===== src/rtl/rle_compressor_if.sv =====
// Stream interface of the run-length compressor: pixel input side,
// run-word output side and frame status.
interface rle_compressor_if #(
  parameter int IMG_BITS = 16384,
  parameter int CNT_W    = 15
);
  localparam int WORD_W = CNT_W + 1;
  localparam int WC_W   = $clog2(IMG_BITS + 1);

  logic              start;
  logic              pix_valid;
  logic              pix_bit;
  logic              pix_ready;
  logic              word_valid;
  logic [WORD_W-1:0] word_data;
  logic              word_ready;
  logic              busy;
  logic              done;
  logic [WC_W-1:0]   word_count;

  modport master (
    output start, pix_valid, pix_bit, word_ready,
    input  pix_ready, word_valid, word_data, busy, done, word_count
  );

  modport slave (
    input  start, pix_valid, pix_bit, word_ready,
    output pix_ready, word_valid, word_data, busy, done, word_count
  );
endinterface


===== src/rtl/rle_compressor.sv =====
// Run-length encoder for a fixed-size 1-bit image stream, emitting
// {run_bit, run_count} words and flushing the last run at end of frame.
module rle_compressor #(
  parameter int IMG_BITS = 16384,
  parameter int CNT_W    = 15
) (
  input logic             clk,
  input logic             rst_n,
  rle_compressor_if.slave bus
);
  localparam int WORD_W = CNT_W + 1;
  localparam int WC_W   = $clog2(IMG_BITS + 1);
  localparam logic [CNT_W-1:0] CNT_MAX  = '1;
  localparam logic [WC_W-1:0]  WC_MAX   = '1;
  localparam logic [WC_W-1:0]  LAST_PIX = WC_W'(IMG_BITS - 1);

  typedef enum logic [1:0] {IDLE, RUN, FLUSH, DRAIN} state_t;

  state_t            state, state_next;
  logic              cur_bit;
  logic [CNT_W-1:0]  cnt;
  logic [WC_W-1:0]   pix_idx;
  logic              word_valid;
  logic [WORD_W-1:0] word_data;
  logic [WC_W-1:0]   word_count;
  logic              busy;
  logic              done;

  logic pix_ready, start_ok, pix_take, pix_last, run_close, flush_load, word_take;

  always_ff @(posedge clk) begin
    if (!rst_n) state <= IDLE;
    else        state <= state_next;
  end

  // A new start is refused during the done cycle, while busy is still high.
  always_comb begin
    pix_ready  = (state == RUN) && !word_valid;
    start_ok   = (state == IDLE) && bus.start && !busy;
    pix_take   = bus.pix_valid && pix_ready;
    pix_last   = (pix_idx == LAST_PIX);
    run_close  = pix_take && (cnt != '0) &&
                 ((bus.pix_bit != cur_bit) || (cnt == CNT_MAX));
    flush_load = (state == FLUSH) && !word_valid;
    word_take  = word_valid && bus.word_ready;
    state_next = state;
    case (state)
      IDLE:    if (start_ok)            state_next = RUN;
      RUN:     if (pix_take && pix_last) state_next = FLUSH;
      FLUSH:   if (flush_load)          state_next = DRAIN;
      DRAIN:   if (word_take)           state_next = IDLE;
      default:                          state_next = IDLE;
    endcase
  end

  always_ff @(posedge clk) begin
    if (!rst_n) begin
      cur_bit    <= 1'b0;
      cnt        <= '0;
      pix_idx    <= '0;
      word_valid <= 1'b0;
      word_data  <= '0;
      word_count <= '0;
      busy       <= 1'b0;
      done       <= 1'b0;
    end else begin
      done <= 1'b0;
      if (start_ok) begin
        busy       <= 1'b1;
        word_count <= '0;
        pix_idx    <= '0;
        cnt        <= '0;
      end else if (done) begin
        busy <= 1'b0;
      end
      // Pixels are only taken with the output register empty, so a closing run can load it.
      if (pix_take) begin
        pix_idx <= pix_idx + WC_W'(1);
        if (cnt == '0) begin
          cur_bit <= bus.pix_bit;
          cnt     <= CNT_W'(1);
        end else if (!run_close) begin
          cnt <= cnt + CNT_W'(1);
        end else begin
          word_data  <= {cur_bit, cnt};
          word_valid <= 1'b1;
          cur_bit    <= bus.pix_bit;
          cnt        <= CNT_W'(1);
        end
      end
      if (flush_load) begin
        word_data  <= {cur_bit, cnt};
        word_valid <= 1'b1;
      end
      if (word_take) begin
        word_valid <= 1'b0;
        if (word_count != WC_MAX) word_count <= word_count + WC_W'(1);
        if (state == DRAIN) done <= 1'b1;
      end
    end
  end

  assign bus.pix_ready  = pix_ready;
  assign bus.word_valid = word_valid;
  assign bus.word_data  = word_data;
  assign bus.word_count = word_count;
  assign bus.busy       = busy;
  assign bus.done       = done;
endmodule

===== src/flat_wrapper.sv =====
// flat-port wrapper written by rule: the top's interface ports become plain ports
module rle_compressor_flat 
#(
  parameter int IMG_BITS = 16384,
  parameter int CNT_W    = 15
)
  (clk, rst_n, bus_start, bus_pix_valid, bus_pix_bit, bus_word_ready, bus_pix_ready, bus_word_valid, bus_word_data, bus_busy, bus_done, bus_word_count);
  rle_compressor_if #(.IMG_BITS(IMG_BITS), .CNT_W(CNT_W)) bus_i ();
  input logic clk;
  input logic rst_n;
  input wire logic [$bits(bus_i.start)-1:0] bus_start;
  input wire logic [$bits(bus_i.pix_valid)-1:0] bus_pix_valid;
  input wire logic [$bits(bus_i.pix_bit)-1:0] bus_pix_bit;
  input wire logic [$bits(bus_i.word_ready)-1:0] bus_word_ready;
  output wire logic [$bits(bus_i.pix_ready)-1:0] bus_pix_ready;
  output wire logic [$bits(bus_i.word_valid)-1:0] bus_word_valid;
  output wire logic [$bits(bus_i.word_data)-1:0] bus_word_data;
  output wire logic [$bits(bus_i.busy)-1:0] bus_busy;
  output wire logic [$bits(bus_i.done)-1:0] bus_done;
  output wire logic [$bits(bus_i.word_count)-1:0] bus_word_count;
  assign bus_i.start = bus_start;
  assign bus_i.pix_valid = bus_pix_valid;
  assign bus_i.pix_bit = bus_pix_bit;
  assign bus_i.word_ready = bus_word_ready;
  assign bus_pix_ready = bus_i.pix_ready;
  assign bus_word_valid = bus_i.word_valid;
  assign bus_word_data = bus_i.word_data;
  assign bus_busy = bus_i.busy;
  assign bus_done = bus_i.done;
  assign bus_word_count = bus_i.word_count;
  rle_compressor #(.IMG_BITS(IMG_BITS), .CNT_W(CNT_W)) u_core (.clk(clk), .rst_n(rst_n), .bus(bus_i));
endmodule

===== config.mk =====
export PLATFORM = sky130hd
export DESIGN_NAME = rle_compressor_flat
export DESIGN_NICKNAME = d
export VERILOG_FILES = /design/src/rtl/rle_compressor_if.sv /design/src/rtl/rle_compressor.sv /design/src/flat_wrapper.sv
export SDC_FILE = /design/constraint.sdc
export NUM_CORES = 1
export LEC_CHECK = 0
export BUFFER_PORTS_ARGS = -buffer_cell sky130_fd_sc_hd__buf_2
export CAP_MARGIN = 20
export CORE_AREA = 2 2 90 92
export DETAILED_ROUTE_END_ITERATION = 12
export DIE_AREA = 0 0 92 94
export PLACE_DENSITY = 0.66
export SETUP_SLACK_MARGIN = 0.05
export SLEW_MARGIN = 20
export SYNTH_ARGS = -nofsm -noshare
export SYNTH_HDL_FRONTEND = slang
export SYNTH_SLANG_ARGS = --single-unit

===== constraint.sdc =====
create_clock -name clk -period 2.3 [get_ports clk]
set_clock_uncertainty 0.1 [all_clocks]
set_input_delay 0.115 -clock clk [delete_from_list [all_inputs] [get_ports clk]]
set_output_delay 0.115 -clock clk [all_outputs]
set_load 0.01 [all_outputs]

After elaboration in Yosys (flattened, before gate mapping)

Cells that the tools add are included.

Bits in registers: 67
Logic and storage cells: 76

$add $sub $neg: 3
Equal/unequal tests: 12
Multiplexer cells: 26
Bitwise operators: 1
Reductions and logical operators: 25

Operator list:

| operator                                         | number |
|---|---|
| two-way mux 15 bit                               | 8 |
| two-way mux 16 bit                               | 4 |
| adder 15 x 1 -> 15 bit (second input constant)   | 3 |
| == test 15 x 14 -> 1 bit (second input constant) | 1 |
| == test 15 bit (second input constant)           | 1 |
| logical NOT 15 bit                               | 1 |
| != test 15 bit (second input constant)           | 1 |
| nonzero test 15 bit                              | 1 |
| nonzero test 2 bit                               | 5 |
| logical AND 1 bit                                | 9 |
| two-way mux 1 bit                                | 9 |
| two-way mux 2 bit                                | 4 |
| != test 2 x 1 -> 1 bit (second input constant)   | 4 |
| case mux 2 bit (4 select lines)                  | 1 |
| == test 2 bit (second input constant)            | 2 |
| AND reduction 2 bit                              | 2 |
| AND reduction 4 bit                              | 1 |
| AND reduction 3 bit                              | 1 |
| == test 2 x 1 -> 1 bit (second input constant)   | 1 |
| logical NOT 1 bit                                | 2 |
| logical NOT 2 bit                                | 1 |
| != test 2 bit (second input constant)            | 1 |
| OR reduction 2 bit                               | 1 |
| logical OR 1 bit                                 | 1 |
| other kinds (2)                                  | 2 |

Depth between registers and ports, before layout

Depth in word-level cells: 9
Mapped depth: 9

Worst setup path before layout

Ideal clock, no wire load.

Path kind: flip-flop to flip-flop
Start point: register u_core.cnt[0]
End point: register u_core.word_data[0] (netlist: u_core.bus.word_data[0])
Library setup time: 128 ps
Data arrival time: 1764 ps
Required time: 2072 ps
Path slack: 308 ps
Cell stages (with the launch flop): 8
Path buffers: 1
Clock period less this slack: 1992 ps
Cells stage by stage: dfxtp_1 > ha_1 > nand3_4 > o41ai_4 > a32oi_4 > buf_4 > nand3_1 > o31ai_2

Word-level cells in the longest chain between the ends: 5
Elaborated cells between the ends (all ways): 13
Those cells by class: eq/ne (2); mux (4); reduce/logical (7)

RTL lines:

| item                                                  | RTL line                                   | RTL |
|---|---|---|
| from (decl)                                           | rle_compressor.sv:21                       | `logic [CNT_W-1:0] cnt;` |
| from (signal assigned)                                | rle_compressor.sv:83                       | `cnt <= cnt + CNT_W'(1);` |
| == test 15 bit or nonzero test 15 bit (tied branches) | rle_compressor.sv:43, rle_compressor.sv:42 |  |
| logical OR 1 bit or logical AND 1 bit (tied branches) | rle_compressor.sv:43, rle_compressor.sv:42 |  |
| logical AND 1 bit                                     | rle_compressor.sv:42                       | `run_close = pix_take && (cnt != '0) &&` |
| nonzero test 2 bit (no source line)                   | -                                          |  |
| AND reduction 3 bit (no source line)                  | -                                          |  |
| to (signal assigned)                                  | rle_compressor.sv:85                       | `word_data <= {cur_bit, cnt};` |
| to (signal assigned)                                  | rle_compressor.sv:92                       | `word_data <= {cur_bit, cnt};` |
| to (decl)                                             | rle_compressor.sv:24                       | `logic [WORD_W-1:0] word_data;` |

Several ways; a longest one is shown, not always the timed one. The select of a mux whose other input is x is not followed.
A chain may end at the register's enable or synchronous reset.

Worst setup path after layout

Start point: register u_core.cnt[4]
End point: register u_core.word_data[0] (netlist: u_core.bus.word_data[0])

Word-level cells in the longest chain between the ends: 5
Elaborated cells between the ends (all ways): 9
Those cells by class: eq/ne (2); reduce/logical (7)

RTL lines:

| item                                                  | RTL line |
|---|---|
| == test 15 bit or nonzero test 15 bit (tied branches) | rle_compressor.sv:43, rle_compressor.sv:42 |
| logical OR 1 bit or logical AND 1 bit (tied branches) | rle_compressor.sv:43, rle_compressor.sv:42 |
| logical AND 1 bit                                     | rle_compressor.sv:42 |
| nonzero test 2 bit (no source line)                   | - |
| AND reduction 3 bit (no source line) (*)              | - |

Every way passes the cells marked *; elsewhere a longest branch is shown, timed or not.

==> impl_metrics.env <==
export IMPL_cp_start_kind="register"
export IMPL_ant_nets=0
export IMPL_finalHoldViolations=0
export IMPL_fin_util_pct=54.24
export IMPL_portBuffers=40
export IMPL_route_vias_total=3341
export IMPL_max_freq_mhz=472.0
export IMPL_chipHeight_um=94
export IMPL_placement_cell_area_um2=3796
export IMPL_syn_nets=434
export IMPL_post_route_period_util_pct=92.12
export IMPL_required_ps=2470
export IMPL_drive_above_1_share_pct=21.43
export IMPL_grt_usage_pct=20.59
export IMPL_grt_overflow=0
export IMPL_max_vdd_ir_drop_mv=0.4280
export IMPL_timing_setup_tns_ps=0
export IMPL_start_util_pct=45.13
export IMPL_grt_pass1_vias=2996
export IMPL_die_w_um=92
export IMPL_cp_slowest_cell="o41ai_4"
export IMPL_dieArea_um2=8648
export IMPL_dr_pass1_iters=4
export IMPL_outcome="complete, no violations"
export IMPL_cts_max_path_buffers=2
export IMPL_area_delta_synth_final_pct=20.19
export IMPL_whs_ps=131.9
export IMPL_via_per_inst=5.780
export IMPL_hold_class="in2reg"
export IMPL_netlist_instances=420
export IMPL_min_period_ps=2119
export IMPL_synth_most_common_cell="dfxtp_1"
export IMPL_slew_headroom_pct=61.47
export IMPL_ys_seq_area_share_pct=39.07
export IMPL_powerDensity_nw_per_um2=751.5
export IMPL_synth_area_leaders="dfxtp_1 39%, nand2_1 5.5%, nand3_1 5.0%"
export IMPL_clkSinkCount=67
export IMPL_fin_nets=485
export IMPL_worstSetupPathType="reg2reg"
export IMPL_synth_ff_latch_count=67
export IMPL_finish_instance_area_um2=4126
export IMPL_dr_first_iter_drc_count=214
export IMPL_rows=32
export IMPL_whs_path_depth=4
export IMPL_worst_slew_pin_slew_ps=575.9
export IMPL_drv_slew=0
export IMPL_clkTransAtPathRegs_ps=80
export IMPL_grt_max_degree=48
export IMPL_hp_start="rst_n"
export IMPL_path_max_fanout=16
export IMPL_num_io_pins=41
export IMPL_gp_congestion=0.8334
export IMPL_arrival_ps=2280
export IMPL_wl_mm=8.746
export IMPL_cts_htree_levels=3
export IMPL_rsz0062_at_grt="false"
export IMPL_drc=0
export IMPL_fillers=733
export IMPL_setup_violations=0
export IMPL_cts_buffers=9
export IMPL_grt_pass1_wl_mm=14.29
export IMPL_reg2reg_from="u_core.cnt[4]"
export IMPL_synth_top_cells_by_count="67 x dfxtp_1, 50 x nand2_1, 34 x nand3_1"
export IMPL_yosys_warnings=0
export IMPL_insertedDiodeCount=0
export IMPL_synth_edf_count=0
export IMPL_syn_area_per_cell_um2=8.175
export IMPL_yosys_area_top_type="dfxtp_1"
export IMPL_syn_area_um2=3433
export IMPL_ys_flop_type="dfxtp_1"
export IMPL_cts_root_buf="clkbuf_8"
export IMPL_critical_path_max_stage_delay_ps=530
export IMPL_place_hpwl_mm=5.893
export IMPL_clock_latency_ps=350
export IMPL_drv_cap=0
export IMPL_synth_distinct_cells=60
export IMPL_synth_async_sr_flop_share_pct=0
export IMPL_core_area_um2=7607
export IMPL_yosys_area_top_type_share_pct=39.07
export IMPL_tritoncts="yes"
export IMPL_leakage_nw=1.641
export IMPL_critPathLaunch="u_core.cnt[4]"
export IMPL_crit_path_end_kind="register"
export IMPL_r2r_cells=5
export IMPL_wire_per_inst_um=15.13
export IMPL_crit_chain="nand4_4 -> o41ai_4 -> a32oi_4 -> clkbuf_16 -> o31ai_2"
export IMPL_antenna_found_initial=0
[registers in the layout (all words and copies together), names as in the netlist]
name	flops
u_core.bus.word_data	16
u_core.bus.done	1
u_core.bus.busy	1
u_core.state	2
u_core.cur_bit	1
u_core.pix_idx	15
u_core.bus.word_count	15
u_core.bus.word_valid	1
u_core.cnt	15
[critical path: cells and delay by family (launching register included)]
family / cells / cell delay, ps
AO/OA/AOI/OAI: 3 / 960
buffers and inverters: 1 / 230
flip-flops: 1 / 510
AND/OR/NAND/NOR: 1 / 220
[repair_timing]
action | CTS | global route
pin swaps | 0 | 4
resized for setup | 1 | 3
cloned | 0 | 1
setup buffers | 0 | 4
endpoints found under the setup margin | 12 | 26
hold buffers | 1 | 0
hold endpoints to repair | 1 | 0
[final timing paths]
path | to | slack, ps
max | u_core.bus.word_data[0] | 180
max reg2reg | u_core.bus.word_data[0] | 180
min reg2reg | u_core.bus.word_data[15] | 360
min | u_core.cnt[13] | 130
[power breakdown]
group | switching [mW] | internal [mW]
Clock | 0.483 | 0.617
Sequential | 0.0379 | 1.20
Combinational | 0.484 | 0.281
Total | 1.01 | 2.10
[per-layer routing]
layer	wire length, um	global-route usage, %
met1	3980	26.75
met2	4067	33.58
met3	590	5.377
met4	108	6.468
met5	0	0
[layout make-up]
cell class / instances / area, um^2 / share of cell area, %
clock inverter: 7 / 98.84 / 2.395
clock buffer: 9 / 123.9 / 3.002
sequential: 67 / 1341 / 32.50
tap: 102 / 127.6 / 3.093
inverter: 11 / 41.29 / 1.001
timing repair buffer: 68 / 455.4 / 11.04
multi-input combinational: 314 / 1938 / 46.97
[cells in the final DEF, fill, tap and decap left out, types with 8 or more instances in the layout]
cell type	instances
nand4_1	11
o21ai_0	31
clkbuf_8	9
a21oi_1	31
nor3_1	11
a31oi_1	16
nand2_1	50
buf_4	24
nand3_1	34
nor2_1	25
ha_1	8
buf_2	40
dfxtp_1	67
inv_1	11
o21ai_1	14
[cell families (layout without fill, tap and decap cells)]
group / count (synthesis) / count (layout) / synth area share (%)
simple gates: 179 / 179 / 28.39
mux: 4 / 4 / 1.203
flops: 67 / 67 / 39.07
compound gates: 121 / 121 / 22.56
fa+ha+maj: 8 / 8 / 2.916
xor+xnor: 2 / 2 / 0.5103
buf+inv: 39 / 95 / 5.357
[stage by stage]
step	power, mW	setup slack [ps]	instances
after floorplan	1.765	308.0	420
after global placement	1.951	31.82	556
after detailed placement	1.964	-75.22	556
after CTS	3.073	89.86	573
after global routing	3.264	62.20	578
final	3.101	181.2	578
Power figures use the tool's default switching activity.
